### src/rtl/ibexsis_pkg.sv
// Shared definitions for the data-RAM port arbiter.
//   RAM_BASE_C / RAM_SIZE_C : default byte address window of the on-chip data RAM
//   req_id_e                : requester index (CPU data port or auxiliary master)
//   inflight_t              : one-deep outstanding-access tracking record
package ibexsis_pkg;

    localparam logic [31:0] RAM_BASE_C = 32'h0000_3000;
    localparam logic [31:0] RAM_SIZE_C = 32'h0000_1000;

    typedef enum logic {
        REQ_CPU = 1'b0,
        REQ_AUX = 1'b1
    } req_id_e;

    typedef struct packed {
        logic    valid;
        req_id_e id;
        logic    err;
    } inflight_t;

endpackage

### src/rtl/ram_port_arbiter_if.sv
// Data-memory bus between one requester and the arbiter.
//   req/we/be/addr/wdata : request fields, driven by the requester
//   gnt                  : same-cycle grant
//   rvalid/rdata/err     : response, one cycle after the grant
// Modports: master = requester side, slave = arbiter side.
interface ram_port_arbiter_if #(
    parameter int DW = 32,
    parameter int AW = 32,
    parameter int SW = 4
);
    logic          req;
    logic          we;
    logic [SW-1:0] be;
    logic [AW-1:0] addr;
    logic [DW-1:0] wdata;
    logic          gnt;
    logic          rvalid;
    logic [DW-1:0] rdata;
    logic          err;

    modport master (
        output req, we, be, addr, wdata,
        input  gnt, rvalid, rdata, err
    );

    modport slave (
        input  req, we, be, addr, wdata,
        output gnt, rvalid, rdata, err
    );
endinterface

### src/rtl/ram_arb_prio.sv
// Winner selection between requester 0 (CPU) and requester 1 (aux master).
// Grants are combinational from the requests; only the fairness state is
// registered.
// Build option RAM_ARB_RR_EN:
//   undefined : requester 0 has fixed priority; starve_cnt forces requester 1
//               to win after STARVE_LIMIT consecutive denied cycles.
//   defined   : 1-bit round-robin; ties go to the requester that did not win last.
// Ports:
//   clk, rst   : clock, synchronous active-high reset
//   req0, req1 : requests
//   gnt0, gnt1 : one-hot (or zero) grants
module ram_arb_prio
    import ibexsis_pkg::*;
#(
    parameter int STARVE_LIMIT = 4
) (
    input  logic clk,
    input  logic rst,
    input  logic req0,
    input  logic req1,
    output logic gnt0,
    output logic gnt1
);

`ifdef RAM_ARB_RR_EN

    // Reset to AUX so the CPU takes the first tie.
    req_id_e last_winner;

    always_comb begin
        gnt1 = req1 & (~req0 | (last_winner == REQ_CPU));
        gnt0 = req0 & ~gnt1;
    end

    always_ff @(posedge clk) begin
        if (rst) begin
            last_winner <= REQ_AUX;
        end else if (gnt0) begin
            last_winner <= REQ_CPU;
        end else if (gnt1) begin
            last_winner <= REQ_AUX;
        end
    end

`else

    localparam int             CW    = $clog2(STARVE_LIMIT + 1);
    localparam logic [CW-1:0]  LIMIT = CW'(STARVE_LIMIT);

    logic [CW-1:0] starve_cnt;
    logic [CW-1:0] starve_cnt_nxt;
    logic          force_aux;

    always_comb begin
        force_aux      = (starve_cnt == LIMIT);
        gnt1           = req1 & (~req0 | force_aux);
        gnt0           = req0 & ~gnt1;
        starve_cnt_nxt = starve_cnt;
        if (!req1 || gnt1) begin
            starve_cnt_nxt = '0;
        end else if (!force_aux) begin
            starve_cnt_nxt = starve_cnt + 1'b1;
        end
    end

    always_ff @(posedge clk) begin
        if (rst) begin
            starve_cnt <= '0;
        end else begin
            starve_cnt <= starve_cnt_nxt;
        end
    end

`endif

endmodule

### src/rtl/ram_port_arbiter.sv
// Shares the single data-RAM port between the CPU data port (m0) and an
// auxiliary master (m1). The winner's request is muxed onto ram_* in the grant
// cycle; the response (grant + 1) is steered back using a one-deep in-flight
// register, so back-to-back grants run at full throughput. Accesses outside
// the RAM window are granted but never reach the RAM; the owner gets
// rvalid + err with zero read data.
// Build option RAM_ARB_RR_EN selects round-robin arbitration (see ram_arb_prio).
// Ports:
//   clk, rst            : clock, synchronous active-high reset
//   m0, m1              : requester buses (slave modport)
//   ram_req/we/be/addr/wdata : RAM request, ram_addr is a word address
//   ram_rvalid, ram_rdata    : RAM response (rvalid is not used for steering)
module ram_port_arbiter
    import ibexsis_pkg::*;
#(
    parameter int          DW           = 32,
    parameter int          AW           = 32,
    parameter int          SW           = 4,
    parameter logic [31:0] RAM_BASE     = RAM_BASE_C,
    parameter logic [31:0] RAM_SIZE     = RAM_SIZE_C,
    parameter int          RAM_AW       = 10,
    parameter int          STARVE_LIMIT = 4
) (
    input  logic              clk,
    input  logic              rst,
    ram_port_arbiter_if.slave m0,
    ram_port_arbiter_if.slave m1,
    output logic              ram_req,
    output logic              ram_we,
    output logic [SW-1:0]     ram_be,
    output logic [RAM_AW-1:0] ram_addr,
    output logic [DW-1:0]     ram_wdata,
    input  logic              ram_rvalid,
    input  logic [DW-1:0]     ram_rdata
);

    logic          gnt0;
    logic          gnt1;
    logic          any_gnt;
    req_id_e       win_id;
    logic          sel_we;
    logic [SW-1:0] sel_be;
    logic [AW-1:0] sel_addr;
    logic [DW-1:0] sel_wdata;
    logic [AW-1:0] offset;
    logic          in_range;
    inflight_t     fl;

    ram_arb_prio #(
        .STARVE_LIMIT (STARVE_LIMIT)
    ) u_prio (
        .clk  (clk),
        .rst  (rst),
        .req0 (m0.req),
        .req1 (m1.req),
        .gnt0 (gnt0),
        .gnt1 (gnt1)
    );

    assign m0.gnt  = gnt0;
    assign m1.gnt  = gnt1;
    assign any_gnt = gnt0 | gnt1;
    assign win_id  = gnt1 ? REQ_AUX : REQ_CPU;

    always_comb begin
        sel_we    = m0.we;
        sel_be    = m0.be;
        sel_addr  = m0.addr;
        sel_wdata = m0.wdata;
        if (gnt1) begin
            sel_we    = m1.we;
            sel_be    = m1.be;
            sel_addr  = m1.addr;
            sel_wdata = m1.wdata;
        end
    end

    // Addresses below the base wrap to large offsets, so one unsigned compare
    // covers both ends of the window.
    assign offset   = sel_addr - AW'(RAM_BASE);
    assign in_range = (offset < AW'(RAM_SIZE));

    assign ram_req   = any_gnt & in_range;
    assign ram_we    = ram_req & sel_we;
    assign ram_be    = sel_be;
    assign ram_addr  = offset[RAM_AW+1:2];
    assign ram_wdata = sel_wdata;

    always_ff @(posedge clk) begin
        if (rst) begin
            fl <= '0;
        end else if (any_gnt) begin
            fl.valid <= 1'b1;
            fl.id    <= win_id;
            fl.err   <= ~in_range;
        end else begin
            fl <= '0;
        end
    end

    assign m0.rvalid = fl.valid & (fl.id == REQ_CPU);
    assign m1.rvalid = fl.valid & (fl.id == REQ_AUX);
    assign m0.err    = m0.rvalid & fl.err;
    assign m1.err    = m1.rvalid & fl.err;
    assign m0.rdata  = (m0.rvalid & ~fl.err) ? ram_rdata : '0;
    assign m1.rdata  = (m1.rvalid & ~fl.err) ? ram_rdata : '0;

    // Response timing is fixed at grant + 1, so ram_rvalid carries no extra
    // information; the bits of offset above the window are likewise unused.
    logic unused_bits;
    assign unused_bits = ^{ram_rvalid, offset[AW-1:RAM_AW+2], offset[1:0]};

endmodule

### src/flat_wrapper.sv
// flat-port wrapper written by rule: the top's interface ports become plain ports
module ram_port_arbiter_flat import ibexsis_pkg::*;
#(
    parameter int          DW           = 32,
    parameter int          AW           = 32,
    parameter int          SW           = 4,
    parameter logic [31:0] RAM_BASE     = RAM_BASE_C,
    parameter logic [31:0] RAM_SIZE     = RAM_SIZE_C,
    parameter int          RAM_AW       = 10,
    parameter int          STARVE_LIMIT = 4
)
  (clk, rst, ram_req, ram_we, ram_be, ram_addr, ram_wdata, ram_rvalid, ram_rdata, m0_req, m0_we, m0_be, m0_addr, m0_wdata, m0_gnt, m0_rvalid, m0_rdata, m0_err, m1_req, m1_we, m1_be, m1_addr, m1_wdata, m1_gnt, m1_rvalid, m1_rdata, m1_err);
  ram_port_arbiter_if #(.DW(DW), .AW(AW), .SW(SW)) m0_i ();
  ram_port_arbiter_if #(.DW(DW), .AW(AW), .SW(SW)) m1_i ();
  input  logic clk;
  input  logic rst;
  output logic ram_req;
  output logic ram_we;
  output logic [SW-1:0] ram_be;
  output logic [RAM_AW-1:0] ram_addr;
  output logic [DW-1:0] ram_wdata;
  input  logic ram_rvalid;
  input  logic [DW-1:0] ram_rdata;
  input wire logic [$bits(m0_i.req)-1:0] m0_req;
  input wire logic [$bits(m0_i.we)-1:0] m0_we;
  input wire logic [$bits(m0_i.be)-1:0] m0_be;
  input wire logic [$bits(m0_i.addr)-1:0] m0_addr;
  input wire logic [$bits(m0_i.wdata)-1:0] m0_wdata;
  output wire logic [$bits(m0_i.gnt)-1:0] m0_gnt;
  output wire logic [$bits(m0_i.rvalid)-1:0] m0_rvalid;
  output wire logic [$bits(m0_i.rdata)-1:0] m0_rdata;
  output wire logic [$bits(m0_i.err)-1:0] m0_err;
  input wire logic [$bits(m1_i.req)-1:0] m1_req;
  input wire logic [$bits(m1_i.we)-1:0] m1_we;
  input wire logic [$bits(m1_i.be)-1:0] m1_be;
  input wire logic [$bits(m1_i.addr)-1:0] m1_addr;
  input wire logic [$bits(m1_i.wdata)-1:0] m1_wdata;
  output wire logic [$bits(m1_i.gnt)-1:0] m1_gnt;
  output wire logic [$bits(m1_i.rvalid)-1:0] m1_rvalid;
  output wire logic [$bits(m1_i.rdata)-1:0] m1_rdata;
  output wire logic [$bits(m1_i.err)-1:0] m1_err;
  assign m0_i.req = m0_req;
  assign m0_i.we = m0_we;
  assign m0_i.be = m0_be;
  assign m0_i.addr = m0_addr;
  assign m0_i.wdata = m0_wdata;
  assign m0_gnt = m0_i.gnt;
  assign m0_rvalid = m0_i.rvalid;
  assign m0_rdata = m0_i.rdata;
  assign m0_err = m0_i.err;
  assign m1_i.req = m1_req;
  assign m1_i.we = m1_we;
  assign m1_i.be = m1_be;
  assign m1_i.addr = m1_addr;
  assign m1_i.wdata = m1_wdata;
  assign m1_gnt = m1_i.gnt;
  assign m1_rvalid = m1_i.rvalid;
  assign m1_rdata = m1_i.rdata;
  assign m1_err = m1_i.err;
  ram_port_arbiter #(.DW(DW), .AW(AW), .SW(SW), .RAM_BASE(RAM_BASE), .RAM_SIZE(RAM_SIZE), .RAM_AW(RAM_AW), .STARVE_LIMIT(STARVE_LIMIT)) u_core (.clk(clk), .rst(rst), .m0(m0_i), .m1(m1_i), .ram_req(ram_req), .ram_we(ram_we), .ram_be(ram_be), .ram_addr(ram_addr), .ram_wdata(ram_wdata), .ram_rvalid(ram_rvalid), .ram_rdata(ram_rdata));
endmodule
### config.mk
export PLATFORM = sky130hd
export DESIGN_NAME = ram_port_arbiter_flat
export DESIGN_NICKNAME = d
export VERILOG_FILES = /design/src/rtl/ibexsis_pkg.sv /design/src/rtl/ram_port_arbiter_if.sv /design/src/rtl/ram_arb_prio.sv /design/src/rtl/ram_port_arbiter.sv /design/src/flat_wrapper.sv
export SDC_FILE = /design/constraint.sdc
export NUM_CORES = 1
export LEC_CHECK = 0
export ABC_AREA = 0
export CAP_MARGIN = 0
export CORE_AREA = 2 2 113 115
export DETAILED_ROUTE_END_ITERATION = 10
export DIE_AREA = 0 0 115 117
export DONT_BUFFER_PORTS = 1
export PLACE_DENSITY_LB_ADDON = 0.25
export SLEW_MARGIN = 20
export SYNTH_ARGS = -nofsm -noshare
export SYNTH_HDL_FRONTEND = slang
export SYNTH_HIERARCHICAL = 1
export SYNTH_SLANG_ARGS = --single-unit
### constraint.sdc
create_clock -name clk -period 2.4 [get_ports clk]
set_input_delay 0.48 -clock clk [delete_from_list [all_inputs] [get_ports clk]]
set_output_delay 0.48 -clock clk [all_outputs]
set_load 0.02 [all_outputs]
# Word-level counts from Yosys, hierarchy flattened
# Cells that the tools add are included.
totals:
  ff_bits: 6
  out_inout_bits: 118
classes:
  n_bitwise: 18
  n_eq_ne: 1
  n_addsub: 2
  muxes: 8
  n_reduce_logical: 4
  n_lt_le_gt_ge: 1
op_table:
  columns: ["operator", "count"]
  rows:
  - ["32-bit two-way mux", 4]
  - ["32-bit by 13-bit < comparator with 1-bit output, second input constant", 1]
  - ["32-bit by 14-bit subtractor with 32-bit output, second input constant", 1]
  - ["1-bit bitwise AND", 10]
  - ["1-bit NOT", 6]
  - ["4-bit two-way mux", 1]
  - ["2-bit OR reduction", 2]
  - ["3-bit by 1-bit adder with 3-bit output, second input constant", 1]
  - ["3-bit == test, second input constant", 1]
  - ["3-bit two-way mux", 1]
  - ["1-bit two-way mux", 2]
  - ["1-bit OR", 2]
  - ["1-bit zero test", 1]
  - ["1-bit logical OR", 1]

# Longest topological paths before layout
depth:
  depth_word: 8
  mapped_depth: 10
  ltp_nobuf: 8

# Modules after synthesis
# The synthesis kept the hierarchy.
modules_own_cells:
  columns: ["mod", "area_per_inst_um2", "seq_area_each_um2", "n_inst", "cells_per_inst"]
  rows:
  - ["ram_port_arbiter", 1330.0, 60.1, 1, 171]
  - ["ram_arb_prio", 161.4, 60.1, 1, 17]

# Least setup slack after synthesis
# No wires, ideal clock.
synth_timing:
  path_kind: "flip-flop to output port"
  from: "reg u_core.u_prio.starve_cnt[0]"
  to: "out ram_req"
  path_buffers: 1
  arrival_time_ns: 2.638
  setup_slack_ns: -0.718
  stages_incl_launch_ff: 10
  path_cell_list: "dfxtp_1 inv_1 ha_1 nand2_1 a21boi_0 buf_6 nor4b_2 nand4_1 a2111o_1 nor3_1"
synth_via:
  elab_chain_cells: 7
synth_rtl:
  columns: ["element", "line_no", "text"]
  rows:
  - ["start, declared", "ram_arb_prio.sv:50", "logic [CW-1:0] starve_cnt;"]
  - ["start signal, assigned", "ram_arb_prio.sv:70", "starve_cnt <= starve_cnt_nxt;"]
  - ["3-bit == test *", "ram_arb_prio.sv:55", "force_aux = (starve_cnt == LIMIT);"]
  - ["1-bit OR *", "ram_arb_prio.sv:56", "gnt1 = req1 & (~req0 | force_aux);"]
  - ["1-bit bitwise AND *", "ram_arb_prio.sv:56", null]
  - ["via m1_gnt", "flat_wrapper.sv:38", "output wire logic [$bits(m1_i.gnt)-1:0] m1_gnt;"]
  - ["32-bit two-way mux or 1-bit NOT (tied branches)", "ram_port_arbiter.sv:70, ram_arb_prio.sv:57", null]
  - ["32-bit by 14-bit subtractor with 32-bit output or 1-bit bitwise AND (tied branches)", "ram_port_arbiter.sv:80, ram_arb_prio.sv:57", null]
  - ["32-bit by 13-bit < comparator with 1-bit output or 1-bit OR (tied branches)", "ram_port_arbiter.sv:81, ram_port_arbiter.sv:62", null]
  - ["1-bit bitwise AND *", "ram_port_arbiter.sv:83", "assign ram_req = any_gnt & in_range;"]
  - ["end, declared", "flat_wrapper.sv:17", "output logic ram_req;"]
# Mark *: on every way through the listed nets, which the timed path passes. The rest lies on a longest branch.

# Worst setup path in the final report
layout_timing:
  from: "reg u_core.u_prio.starve_cnt[1]"
  to: "out ram_we"
layout_via:
  elab_chain_cells: 8
layout_rtl:
  columns: ["element", "line_no", "text"]
  rows:
  - ["3-bit == test *", "ram_arb_prio.sv:55", null]
  - ["1-bit OR *", "ram_arb_prio.sv:56", null]
  - ["1-bit bitwise AND *", "ram_arb_prio.sv:56", null]
  - ["32-bit two-way mux or 1-bit NOT (tied branches)", "ram_port_arbiter.sv:70, ram_arb_prio.sv:57", null]
  - ["32-bit by 14-bit subtractor with 32-bit output or 1-bit bitwise AND (tied branches)", "ram_port_arbiter.sv:80, ram_arb_prio.sv:57", null]
  - ["32-bit by 13-bit < comparator with 1-bit output or 1-bit OR (tied branches)", "ram_port_arbiter.sv:81, ram_port_arbiter.sv:62", null]
  - ["1-bit bitwise AND", "ram_port_arbiter.sv:83", null]
  - ["1-bit bitwise AND *", "ram_port_arbiter.sv:84", "assign ram_we = ram_req & sel_we;"]
  - ["end, declared", "flat_wrapper.sv:18", "output logic ram_we;"]
# Mark *: on every way between the ends. The rest lies on a longest branch, timed or not.

==> results.txt <==
The flow ran to the end, but the final reports show violations. The checks that failed: setup timing. The area inside the core boundary came out at 12,310 um2.

The number of antenna violations at the first check in global routing came out at 0. The share of synthesized area occupied by flip-flops and latches is 0.08054. The cell at the slowest stage of the critical path is a2111o_1.

The total power per unit cell area came out at 360.9 nW/um2. The signal on the critical path passes through inv_2, ha_4, nand2_4, a21boi_4, buf_12, nor4_4, nand4_1, a2111o_1, nor3_4. The tightest slew margin relative to the limit is 0.7791. Across the run, the number of max-cap violations was 0.

Yosys attributes the largest share of cell area to mux2_2 (35%), and2_1 (28%), dfxtp_1 (8.1%). The area growth from synthesis to layout is 33.31%. For this run, design rule violations remaining after detail routing come to 0. The via count of the first global-routing pass came to 1,423. The transition time at the pin with the least slew margin is 0.3283 ns. The delay of the slowest critical-path stage came out at 0.51 ns.

CTS saw 6 sinks. Yosys printed 6 warnings. After synthesis the netlist holds a flip-flop and latch count of 6.

Detailed routing inserted a total of 1,535 vias. Entering global routing, the biggest net connects 33 pins. The worst-case clock skew is 0.002460 ns. Dividing the synthesized area by the synthesized cell count gives 7.933 um2.

The number of cell instances on the worst register-to-register path came out at 9. For this design the static power due to leakage is 0.7391 nW. CTS built an H-tree with a depth of 1.

The clock tree from TritonCTS is done. The final count of hold timing violations came out at 0. The overall die height came out at 117 um. The nature of the critical path startpoint is a register. The longest clock path from root to sink contains 2 buffers. The number of port buffers came out at 0. The initial cell density of the core came out at 0.1211.

The biggest fanout along the worst timing path came out at 7. The via-per-instance ratio came out at 4.424. The final antenna-violating net count came out at 0.

The TritonCTS buffer count is 3. The final-report max-slew violation count is 0. In the finished design, the share of the clock period the worst path needs comes to 1.183. The wire length of the first global-routing pass came out at 8.424 mm.

The number of nets in the final layout came out at 376. The arrival time reported for the critical path endpoint came out at 2.36 ns. The tightest min-delay check is of the in2reg type.

From left edge to right edge, the die measures 115 um. The post-route worst setup slack is -0.4380 ns. In this run the count of I/O pins placed on the die edge is 293. The share of synthesized area in the top cell type comes to 0.3549.

The synthesized design spends more area on one cell type than any other, namely mux2_2. Setup repair after global routing could not meet its margin everywhere. Across the VDD grid, the largest voltage drop is 0.0001727 V.

The global-route congestion overflow total is 0. The total routing usage reported by global routing is 0.08639. The worst setup path is of the reg2out kind. The violation count after the first detailed-routing iteration is 11. The worst setup path is captured at an output port. The number of synthesized flops with an enable pin came out at 0.

The placed standard-cell area came out at 1788 um2. The slack of the worst reg-to-reg path is 0.27 ns. The required time of the worst setup path came out at 1.92 ns. The total die area came out at 13,460 um2. For hold timing, the worst endpoint is u_core/fl[1].

The sum of buffers and inverters on the critical path is 2. The total wire length came out at 6.882 mm. The placement row count came out at 41. In the synthesized netlist the dominant register cell turns out to be dfxtp_1.

The setup violation total in the final timing report is 2. The share of synthesized registers carrying an async set or reset is 0. The hold-critical path depth is 1.

Clock latency on the worst-skew pair, taken at its later pin, is 0.23 ns. The final instance area is 1988 um2. The placer congestion estimate came out at 0.7891. In this run the critical register-to-register path is launched from u_core/u_prio/starve_cnt[1]. The detailed-placement wirelength estimate came out at 5.940 mm.

The diode insertion count for antenna repair is 0. Static timing analysis puts the maximum clock frequency at 0.3524 GHz. Synthesis instantiated 31 different standard cells from the library. The final critical path time including I/O delays and setup is 2.838 ns.

Clock-pin slew was measured on the worst setup and hold paths at 0.03 ns. The clock root buffer master is clkbuf_16. The startpoint identified for the worst hold timing path is rst.

Of the cells placed in the final design, the portion with a size suffix greater than 1 is 0.4213. In this run the critical register-to-register path is captured at u_core/fl[0]. In this design, the largest share of critical-path delay is due to simple AND/OR/NAND/NOR gates.

The netlist area before placement is 1491 um2. Counting every net in the synthesized netlist gives 365. Dividing the detail-routed wire length by the instance count gives 19.83 um. The fill cell total of the finished layout is 1,374. The sum of internal, switching and leakage power came out at 0.7176 mW.

The iteration count of the initial detailed-routing pass came out at 2. The post-synthesis instance total is 188.
[kinds of logic (layout without fill, tap and decap cells)]
group / after synthesis / after routing / share of synthesized area
buffers and inverters: 15 / 24 / 0.04782
multiplexers: 47 / 47 / 0.3549
AND/OR/NAND/NOR: 104 / 104 / 0.4379
flip-flops: 6 / 6 / 0.08054
AO/OA/AOI/OAI: 14 / 14 / 0.06208
adder cells (fa/ha/maj): 2 / 2 / 0.01678
[power by group]
group          leakage (nW)  switching, mW  internal, mW
registers            0.0502        0.00315         0.104
clock network        0.0370         0.0531         0.214
logic                 0.652          0.216         0.128
[synth_stat cells (2+ instances only)]
cell,n
and2_1,67
mux2_2,47
nor2_1,7
nor3_1,7
a21oi_1,6
buf_2,6
clkbuf_1,6
dfxtp_1,6
nand2_1,4
nor2b_1,4
nor4_1,3
a21boi_0,2
a31oi_1,2
ha_1,2
inv_1,2
nand4_1,2
[sequential cells by signal (all words and copies together) (netlist names)]
signal                    count
u_core/u_prio/starve_cnt      3
u_core/fl                     3
[worst max-delay path by stage]
stage,to,cells past startpoint,start
global placement,ram_we,9,u_core/u_prio/starve_cnt[1]
floorplan,ram_we,9,u_core/u_prio/starve_cnt[1]
detailed placement,ram_we,9,u_core/u_prio/starve_cnt[1]
global route,ram_we,10,u_core/u_prio/starve_cnt[0]
CTS,ram_we,9,u_core/u_prio/starve_cnt[0]
finish,ram_we,9,u_core/u_prio/starve_cnt[1]
[per-stage QoR]
stage / setup TNS [ns] / setup slack, ns / hold slack, ns / instances / utilization
after floorplan: -0.06081 / -0.06081 / 0.4145 / 188 / -
after global placement: -0.5565 / -0.2941 / 0.5036 / 339 / 0.1452
after detailed placement: -0.6698 / -0.3607 / 0.5077 / 339 / 0.1452
after CTS: -0.9333 / -0.4913 / 0.3399 / 345 / 0.1577
after global routing: -1.087 / -0.5734 / 0.3415 / 347 / 0.1615
final: -0.8182 / -0.4380 / 0.3506 / 347 / 0.1615
[placed cells by master, fill, tap and decap left out, drive strengths merged, types with 4 or more instances in the layout]
cell and count:
nor4 4, nor2b 4, and2 67, mux2 47
nor3 8, nand2 4, a21oi 7, dfxtp 6
buf 18, nor2 7
[layer usage]
layer | track usage | share of wire | vias to the layer above
met5 | 0 | 0 | -
met4 | 0.007229 | 0.0012 | 0
met3 | 0.01236 | 0.086 | 2
met2 | 0.1820 | 0.56 | 177
met1 | 0.09320 | 0.36 | 685
li1 | - | - | 671
[cell type report]
type                            instances  area, um2  share of cell area
Multi-Input combinational cell        167       1395              0.7017
Timing Repair Buffer                   19      200.2              0.1007
Tap cell                              150      187.7             0.09440
Sequential cell                         6      122.6             0.06167
Clock buffer                            3      75.07             0.03776
Inverter                                2      7.507            0.003776
[repair_timing]
action                     4_1_cts  5_1_grt
hold buffers                     0        0
resized for setup                8        4
setup endpoints to repair        8        8
pin swaps                        5        4
setup buffers                    3        2
gates cloned                     1        0
(Power assumes the default switching activity.)
